--- src/rtl/stream_packetizer.sv ---
`default_nettype none
// ============================================================================
// Module      : stream_packetizer
// Description : Cuts an AXI-Stream input into packets of 'count' beats and
//               tags the final beat of each packet with tlast. A start pulse
//               arms one packet, or a back-to-back series in continuous mode,
//               which ends after the packet in flight when stop is pulsed.
//               Beats pass through a 2-entry skid buffer. The output
//               register is the first entry and the skid register is the
//               second.
//
// Ports       : clk, resetn          clock, async active-low reset
//               start, stop          arm request / end-of-continuous request
//               continuous, count    mode and beats per packet (CNT_W)
//               busy                 high while RUN or FLUSH
//               s_axis_*             slave stream (tdata/tvalid/tready)
//               m_axis_*             master stream (tdata/tvalid/tlast/tready)
//               pkt_done_cnt         completed-packet counter (optional)
//
// Options     : define STREAM_PACKETIZER_PKT_CNT_EN to add pkt_done_cnt[31:0].
//               It counts tlast handshakes on m_axis and wraps to 0.
//
// Revision    : 1.0 - initial release
// ============================================================================
module stream_packetizer #(
  parameter int DATA_W = 16,
  parameter int CNT_W  = 25
) (
  input  logic              clk,
  input  logic              resetn,
  input  logic              start,
  input  logic              stop,
  input  logic              continuous,
  input  logic [CNT_W-1:0]  count,
  output logic              busy,
  input  logic [DATA_W-1:0] s_axis_tdata,
  input  logic              s_axis_tvalid,
  output logic              s_axis_tready,
  output logic [DATA_W-1:0] m_axis_tdata,
  output logic              m_axis_tvalid,
  output logic              m_axis_tlast,
  input  logic              m_axis_tready
`ifdef STREAM_PACKETIZER_PKT_CNT_EN
  ,
  output logic [31:0]       pkt_done_cnt
`endif
);

  localparam logic [1:0] S_IDLE  = 2'd0;
  localparam logic [1:0] S_RUN   = 2'd1;
  localparam logic [1:0] S_FLUSH = 2'd2;

  logic [1:0]        state_q, state_d;
  logic [CNT_W-1:0]  count_q, count_d;
  logic [CNT_W-1:0]  beat_q, beat_d;
  logic              cont_q, cont_d;
  logic              stop_pend_q, stop_pend_d;
  logic              ready_q, ready_d;

  logic [DATA_W-1:0] out_data_q, out_data_d;
  logic              out_valid_q, out_valid_d;
  logic              out_last_q, out_last_d;
  logic [DATA_W-1:0] skid_data_q, skid_data_d;
  logic              skid_valid_q, skid_valid_d;
  logic              skid_last_q, skid_last_d;

  logic w_start_ok;
  logic w_accept;
  logic w_tag_last;
  logic w_pop;
  logic w_stop_now;
  logic w_wrap;
  logic w_buf_empty;

  assign w_start_ok  = start && (count != '0);
  assign w_accept    = s_axis_tvalid && ready_q && (state_q == S_RUN);
  assign w_tag_last  = (beat_q == (count_q - CNT_W'(1)));
  assign w_pop       = out_valid_q && m_axis_tready;
  // A stop that coincides with the tlast acceptance still ends the series.
  assign w_stop_now  = stop_pend_q || stop;
  // A resampled count of zero cannot form a packet, so it ends the series too.
  assign w_wrap      = w_accept && w_tag_last && cont_q && !w_stop_now && (count != '0);
  assign w_buf_empty = !out_valid_q && !skid_valid_q;

  // --------------------------------------------------------------------------
  // FSM: state register
  // --------------------------------------------------------------------------
  always_ff @(posedge clk or negedge resetn) begin
    if (!resetn) begin
      state_q <= S_IDLE;
    end else begin
      state_q <= state_d;
    end
  end

  // --------------------------------------------------------------------------
  // FSM: next-state logic
  // --------------------------------------------------------------------------
  always_comb begin
    state_d = state_q;
    case (state_q)
      S_IDLE:  if (w_start_ok) state_d = S_RUN;
      S_RUN:   if (w_accept && w_tag_last && !w_wrap) state_d = S_FLUSH;
      S_FLUSH: if (w_buf_empty) state_d = S_IDLE;
      default: state_d = S_IDLE;
    endcase
  end

  // --------------------------------------------------------------------------
  // FSM: outputs
  // --------------------------------------------------------------------------
  always_comb begin
    busy = (state_q == S_RUN) || (state_q == S_FLUSH);
  end

  // --------------------------------------------------------------------------
  // Packet control: beat counter, latched count/mode, pending stop
  // --------------------------------------------------------------------------
  always_comb begin
    count_d     = count_q;
    cont_d      = cont_q;
    beat_d      = beat_q;
    stop_pend_d = stop_pend_q;
    case (state_q)
      S_IDLE: begin
        if (w_start_ok) begin
          count_d     = count;
          cont_d      = continuous;
          beat_d      = '0;
          stop_pend_d = stop;
        end
      end
      S_RUN: begin
        if (stop) stop_pend_d = 1'b1;
        if (w_accept) begin
          if (w_tag_last) begin
            if (w_wrap) begin
              beat_d  = '0;
              count_d = count;
            end
          end else begin
            beat_d = beat_q + CNT_W'(1);
          end
        end
      end
      default: ;
    endcase
    if ((state_d == S_IDLE) && (state_q != S_IDLE)) stop_pend_d = 1'b0;
  end

  // --------------------------------------------------------------------------
  // Skid buffer. The output register is refilled from the skid entry first
  // so that beat order is preserved. The skid entry fills only while the
  // output register is stalled.
  // --------------------------------------------------------------------------
  always_comb begin
    out_data_d   = out_data_q;
    out_valid_d  = out_valid_q;
    out_last_d   = out_last_q;
    skid_data_d  = skid_data_q;
    skid_valid_d = skid_valid_q;
    skid_last_d  = skid_last_q;
    if (!out_valid_q || w_pop) begin
      if (skid_valid_q) begin
        out_data_d   = skid_data_q;
        out_last_d   = skid_last_q;
        out_valid_d  = 1'b1;
        skid_valid_d = w_accept;
        if (w_accept) begin
          skid_data_d = s_axis_tdata;
          skid_last_d = w_tag_last;
        end
      end else if (w_accept) begin
        out_data_d  = s_axis_tdata;
        out_last_d  = w_tag_last;
        out_valid_d = 1'b1;
      end else begin
        out_valid_d = 1'b0;
      end
    end else if (w_accept) begin
      skid_data_d  = s_axis_tdata;
      skid_last_d  = w_tag_last;
      skid_valid_d = 1'b1;
    end
  end

  // The ready flag is registered. It therefore looks at the buffer and state
  // as they will be next cycle.
  always_comb begin
    case (state_d)
      S_IDLE:  ready_d = 1'b1;
      S_RUN:   ready_d = !(out_valid_d && skid_valid_d);
      default: ready_d = 1'b0;
    endcase
  end

  always_ff @(posedge clk or negedge resetn) begin
    if (!resetn) begin
      count_q      <= '0;
      cont_q       <= 1'b0;
      beat_q       <= '0;
      stop_pend_q  <= 1'b0;
      ready_q      <= 1'b0;
      out_data_q   <= '0;
      out_valid_q  <= 1'b0;
      out_last_q   <= 1'b0;
      skid_data_q  <= '0;
      skid_valid_q <= 1'b0;
      skid_last_q  <= 1'b0;
    end else begin
      count_q      <= count_d;
      cont_q       <= cont_d;
      beat_q       <= beat_d;
      stop_pend_q  <= stop_pend_d;
      ready_q      <= ready_d;
      out_data_q   <= out_data_d;
      out_valid_q  <= out_valid_d;
      out_last_q   <= out_last_d;
      skid_data_q  <= skid_data_d;
      skid_valid_q <= skid_valid_d;
      skid_last_q  <= skid_last_d;
    end
  end

  assign s_axis_tready = ready_q;
  assign m_axis_tdata  = out_data_q;
  assign m_axis_tvalid = out_valid_q;
  assign m_axis_tlast  = out_last_q;

`ifdef STREAM_PACKETIZER_PKT_CNT_EN
  logic [31:0] pkt_cnt_q;

  always_ff @(posedge clk or negedge resetn) begin
    if (!resetn) begin
      pkt_cnt_q <= '0;
    end else if (out_valid_q && m_axis_tready && out_last_q) begin
      pkt_cnt_q <= pkt_cnt_q + 32'd1;
    end
  end

  assign pkt_done_cnt = pkt_cnt_q;
`endif

endmodule
`default_nettype wire

--- config.mk ---
export PLATFORM = sky130hd
export DESIGN_NAME = stream_packetizer
export DESIGN_NICKNAME = d
export VERILOG_FILES = /design/src/rtl/stream_packetizer.sv
export SDC_FILE = /design/constraint.sdc
export NUM_CORES = 1
export LEC_CHECK = 0
export CAP_MARGIN = 10
export CORE_ASPECT_RATIO = 1.1
export CORE_MARGIN = 3
export CORE_UTILIZATION = 46
export CTS_BUF_LIST = sky130_fd_sc_hd__clkbuf_8
export CTS_CLUSTER_SIZE = 16
export DETAILED_ROUTE_END_ITERATION = 8
export HOLD_SLACK_MARGIN = 0.02
export PLACE_DENSITY = 0.78
export SLEW_MARGIN = 20
export SYNTH_ARGS = -nofsm -noshare
export SYNTH_HDL_FRONTEND = slang
export SYNTH_SLANG_ARGS = --single-unit
--- constraint.sdc ---
create_clock -name clk -period 3.5 [get_ports clk]
set_clock_uncertainty 0.2 [all_clocks]
set_input_delay 0.7 -clock clk [delete_from_list [all_inputs] [get_ports clk]]
set_output_delay 0.7 -clock clk [all_outputs]
set_load 0.05 [all_outputs]
* After elaboration in Yosys (flattened, before gate mapping) *
Index checks and enable logic that the tools add are counted.

storage, ports and cells
  register bits after elaboration = 91
  output and inout port bits = 20
  logic and storage cells = 93

cells by class
  reduce and logical (&&, ||, !) cells = 32
  muxes and demuxes = 35
  add/sub/neg operators = 2
  equal/unequal tests = 12

operator list
  cell                                                   count
  2-to-1 mux 25 bit                                      8
  case mux 25 bit (2 select lines)                       2
  2-to-1 mux 16 bit                                      5
  adder 25 x 1 -> 25 bit, second input constant          1
  == test 25 bit                                         1
  nonzero test 25 bit                                    1
  subtractor 25 x 1 -> 25 bit, second input constant     1
  2-to-1 mux 1 bit                                       14
  logical AND 1 bit                                      12
  inequality test 2 bit, second input constant           5
  2-to-1 mux 2 bit                                       3
  inequality test 3 bit, second input constant           2
  case mux 2 bit (3 select lines)                        1
  nonzero test 2 bit                                     3
  zero test 1 bit                                        5
  AND reduction 5 bit                                    1
  == test 2 x 1 -> 1 bit, second input constant          2
  zero test 2 bit                                        2
  case mux 1 bit (2 select lines)                        2
  AND reduction 2 bit                                    2
  AND reduction 4 bit                                    1
  logical OR 1 bit                                       3
  inequality test 3 x 2 -> 1 bit, second input constant  1
  AND reduction 3 bit                                    1
  2 further kinds                                        2

* Depth between registers and ports, before layout *
  depth in word-level cells = 14
  gate-level depth with buffers = 12

* Least setup slack after synthesis *
Ideal clock, no wire load.

  path kind = flip-flop to flip-flop
  start = register count_q[10]
  end = register count_q[10]
  setup time = 0.125 ns
  arrival = 3.022 ns
  cell stages (with the launch flop) = 11
  setup slack = 0.153 ns
  data required time = 3.175 ns
  cell sequence = dfrtp_1 > or3_4 > or3_1 > buf_6 > a2111oi_4 > nand4_1 > or3_1 > nand4bb_4 > nand2_4 > buf_4 > mux2_2

on the way
  longest elaborated chain between the ends = 8
  elaborated cells on any way between the ends = 9
  classes of those cells = add/sub (1); eq/ne (3); reduce/logical (5)

RTL lines
  item                               RTL line  source
  from (decl)                        54        logic [CNT_W-1:0] count_q, count_d;
  from (signal assigned)             211       count_q <= count_d;
  subtractor 25 x 1 -> 25 bit (*)    77        assign w_tag_last = (beat_q == (count_q - CNT_W'(1)));
  == test 25 bit (*)                 77
  logical AND 1 bit (4 in series)    82        assign w_wrap = w_accept && w_tag_last && cont_q && !w_stop_now && (count != '0);
  inequality test 2 bit (no line)    --
  AND reduction 5 bit (no line) (*)  --

Every way passes the cells marked *; elsewhere a longest branch is shown, timed or not.
A chain may end at the register's enable or synchronous reset.

* Worst setup path in the final report *
  start = register count_q[11]
  end = register count_q[17]

The elaborated chain is that of the path after synthesis.

==> impl_metrics.yaml <==
status:
  status: "finished clean"
timing:
  min_period_over_period: 0.955
  tightestPinTransition_ns: 1.08
  finalMaxSlewViolations: 0
  tns_ns: 0
  max_freq_mhz: 299
  hold_viol_final: 0
  period_needed_ns: 3.34
  setup_viol: 0
  relSlewSlack: 0.282
hold_path:
  hp-class: "input port to asynchronous set/reset pin"
setup_path:
  path_class: "register to register"
  cp_max_fo: 26
  crit_arrival_ns: 3.41
  r2r_cells: 8
  cp-end-kind: "register"
  required_ns: 3.57
  rr_endpoint: "count_q[17]$_DFFE_PN0P_"
  rrSetupSlack_ns: 0.16
  critPathLaunchType: "register"
  rr_startpoint: "count_q[11]$_DFFE_PN0P_"
yosys:
  yosysSeqAreaShare: 0.423
  ys.flop_type: "dfrtp_1"
  syn_area_per_cell_sq_um: 10.1
  synth_cells: 534
  synthTopCellsByArea: "dfrtp_1 (42%), mux2_2 (8.8%), mux2i_1 (4.5%), nand3_1 (3.8%), xnor2_1 (2.9%)"
  netlist_area_sq_um: 5380
  syn_nets: 588
  yosys.area.top_type: "dfrtp_1"
  synth.distinct_cells: 64
  synthDominantCellAreaShare: 0.423
  synth-edff-count: 0
  ys_async_sr_fraction: 1.00
  synth_warnings: 0
  yosys_register_bits: 91
global_route:
  grt_overflow: 0
  antenna_found_initial: 0
  grt_first_pass_wirelength_um: 22800
  grt_pass1_vias: 4706
  grt_use_total: 0.222
  grt_max_degree: 63
clock_network:
  h-tree-depth: 3
  clk_latency_ns: 0.39
  clk_pin_slew_ns: 0.08
  cts_root_buf: "clkbuf_8"
  post_cts_buffers: 0
  cts_buffer_depth: 2
  cts_tree: "done"
  cts_buffers: 9
  cts.sinks: 91
pwr:
  p_leak_nw: 2.67
  peakVddDrop_v: 0.000520
  swShare: 0.437
  comb_power_share: 0.494
  power_per_cell_area_nw_per_um2: 738
  internal-power_mw: 2.75
  pwr-share-seq: 0.369
  clock_power_share: 0.137
  power_switching_mw: 2.13
drt:
  dr.pass1.iters: 5
  drt_iter0_drc: 264
  drcViolationCount: 0
  vias: 4644
  viasPerCell: 6.02
  postRouteAntennaNets: 0
  wl_per_cell_um: 18.2
  wl_um: 14000
placed_design:
  hpwl_um: 10300
  gp_congestion: 0.939
  place_area_sq_um: 6380
  port_buffers: 67
cells_and_area:
  final_util: 0.591
  drive_gt1_frac: 0.184
  fin_nets: 674
  final_common_cell: "dfrtp_1"
  antennaDiodeCount: 0
  final_cell_mix: "dfrtp_1 (91), clkdlybuf4s50_1 (66), mux2_2 (42), nand3_1 (41), buf_4 (33)"
  synthToLayoutAreaGrowth_pct: 22.7
  finalInstanceArea_sq_um: 6600
floorplan:
  die_x_um: 109
  core_area_sq_um: 11200
  die-area_sq_um: 13000
  io_pins: 68
  die_height_um: 119
  start_util: 0.482
  num_rows: 40
run:
  cap_violations: 0
## registers in the layout, indices dropped and copies added (netlist names), 2 cells and up
signal        count
beat_q           25
count_q          25
m_axis_tdata     16
skid_data_q      16
state_q           2
## cells by family after synthesis
logic type	after synthesis	share of synthesized area
simple gates	198	0.218
compound gates	103	0.128
flops	91	0.423
mux	66	0.133
buf+inv	40	0.0351
xor+xnor	30	0.0488
fa+ha+maj	6	0.0140
## stage by stage
step | cells | setup WS (ns) | total power, mW | hold WS (ns)
2_1_floorplan | 534 | 0.153 | 3.39 | 0.204
3_3_place_gp | 756 | 0.0477 | 4.08 | 0.262
3_5_place_dp | 756 | 0.0519 | 4.17 | 0.275
4_1_cts | 772 | 0.0637 | 4.85 | 0.217
5_1_grt | 772 | -0.0277 | 5.18 | 0.237
6_report | 772 | 0.157 | 4.87 | 0.194
## worst max-delay path: stages, from the launching register on
cell and delay [ns]:
dfrtp_1 0.44, or3_4 0.41, or3_1 0.41, a2111oi_4 0.35, nand4_1 0.12, or3_1 0.42
nand4bb_4 0.28, nand2_8 0.22, mux2_2 0.37
## how the worst max path moves through the flow
| stage | from | depth (start not counted) | endpoint |
|---|---|---|---|
| after floorplan | count_q[10]$_DFFE_PN0P_ | 10 | count_q[10]$_DFFE_PN0P_ |
| after global placement | count[21] | 10 | stop_pend_q$_DFFE_PN0P_ |
| after detailed placement | count[13] | 10 | stop_pend_q$_DFFE_PN0P_ |
| after CTS | count_q[0]$_DFFE_PN0P_ | 8 | count_q[17]$_DFFE_PN0P_ |
| after global routing | count_q[0]$_DFFE_PN0P_ | 10 | stop_pend_q$_DFFE_PN0P_ |
| final | count_q[11]$_DFFE_PN0P_ | 8 | count_q[17]$_DFFE_PN0P_ |
## cells in the mapped netlist, types with 5 or more instances
cell / instances
nand2_1: 27
ha_1: 6
mux2i_1: 24
and3_1: 13
or3_1: 10
nor2_1: 18
dfrtp_1: 91
nand4_1: 14
a31oi_1: 11
o21ai_0: 28
clkbuf_1: 15
mux2_2: 42
nand2b_1: 5
nand3_1: 41
a21oi_1: 18
nor4_1: 11
o31ai_1: 12
xor2_1: 12
and4_1: 5
or4_1: 12
nor3_1: 13
inv_1: 14
xnor2_1: 18
## power groups by stage
stage / clock network, mW / logic [mW] / registers, mW
finish: 0.668 / 2.41 / 1.80
global route: 0.730 / 2.60 / 1.85
CTS: 0.688 / 2.38 / 1.78
detailed placement: 0 / 2.38 / 1.79
global placement: 0 / 2.30 / 1.78
floorplan: 0 / 1.38 / 2.01
## final cells by class
type,count,area [sq um]
fillers,958,4560
repair buffers,101,948
well taps,147,184
clock inverters,7,51.3
clock buffers,9,124
multi-input cells,403,2960
flip-flops and latches,91,2280
inverters,14,52.6
## per-layer routing
layer	vias up	wire [um]	GRT usage
met5	-	0	0
met4	0	378	0.0821
met3	30	828	0.0699
met2	154	6710	0.358
met1	2289	6090	0.276
li1	2171	-	-
## what timing repair did
| item | 4_1_cts | 5_1_grt |
|---|---|---|
| setup endpoints to repair | 0 | 52 |
| hold buffers | 0 | 0 |
| gates resized for setup | 0 | 8 |
(Power assumes the default switching activity.)
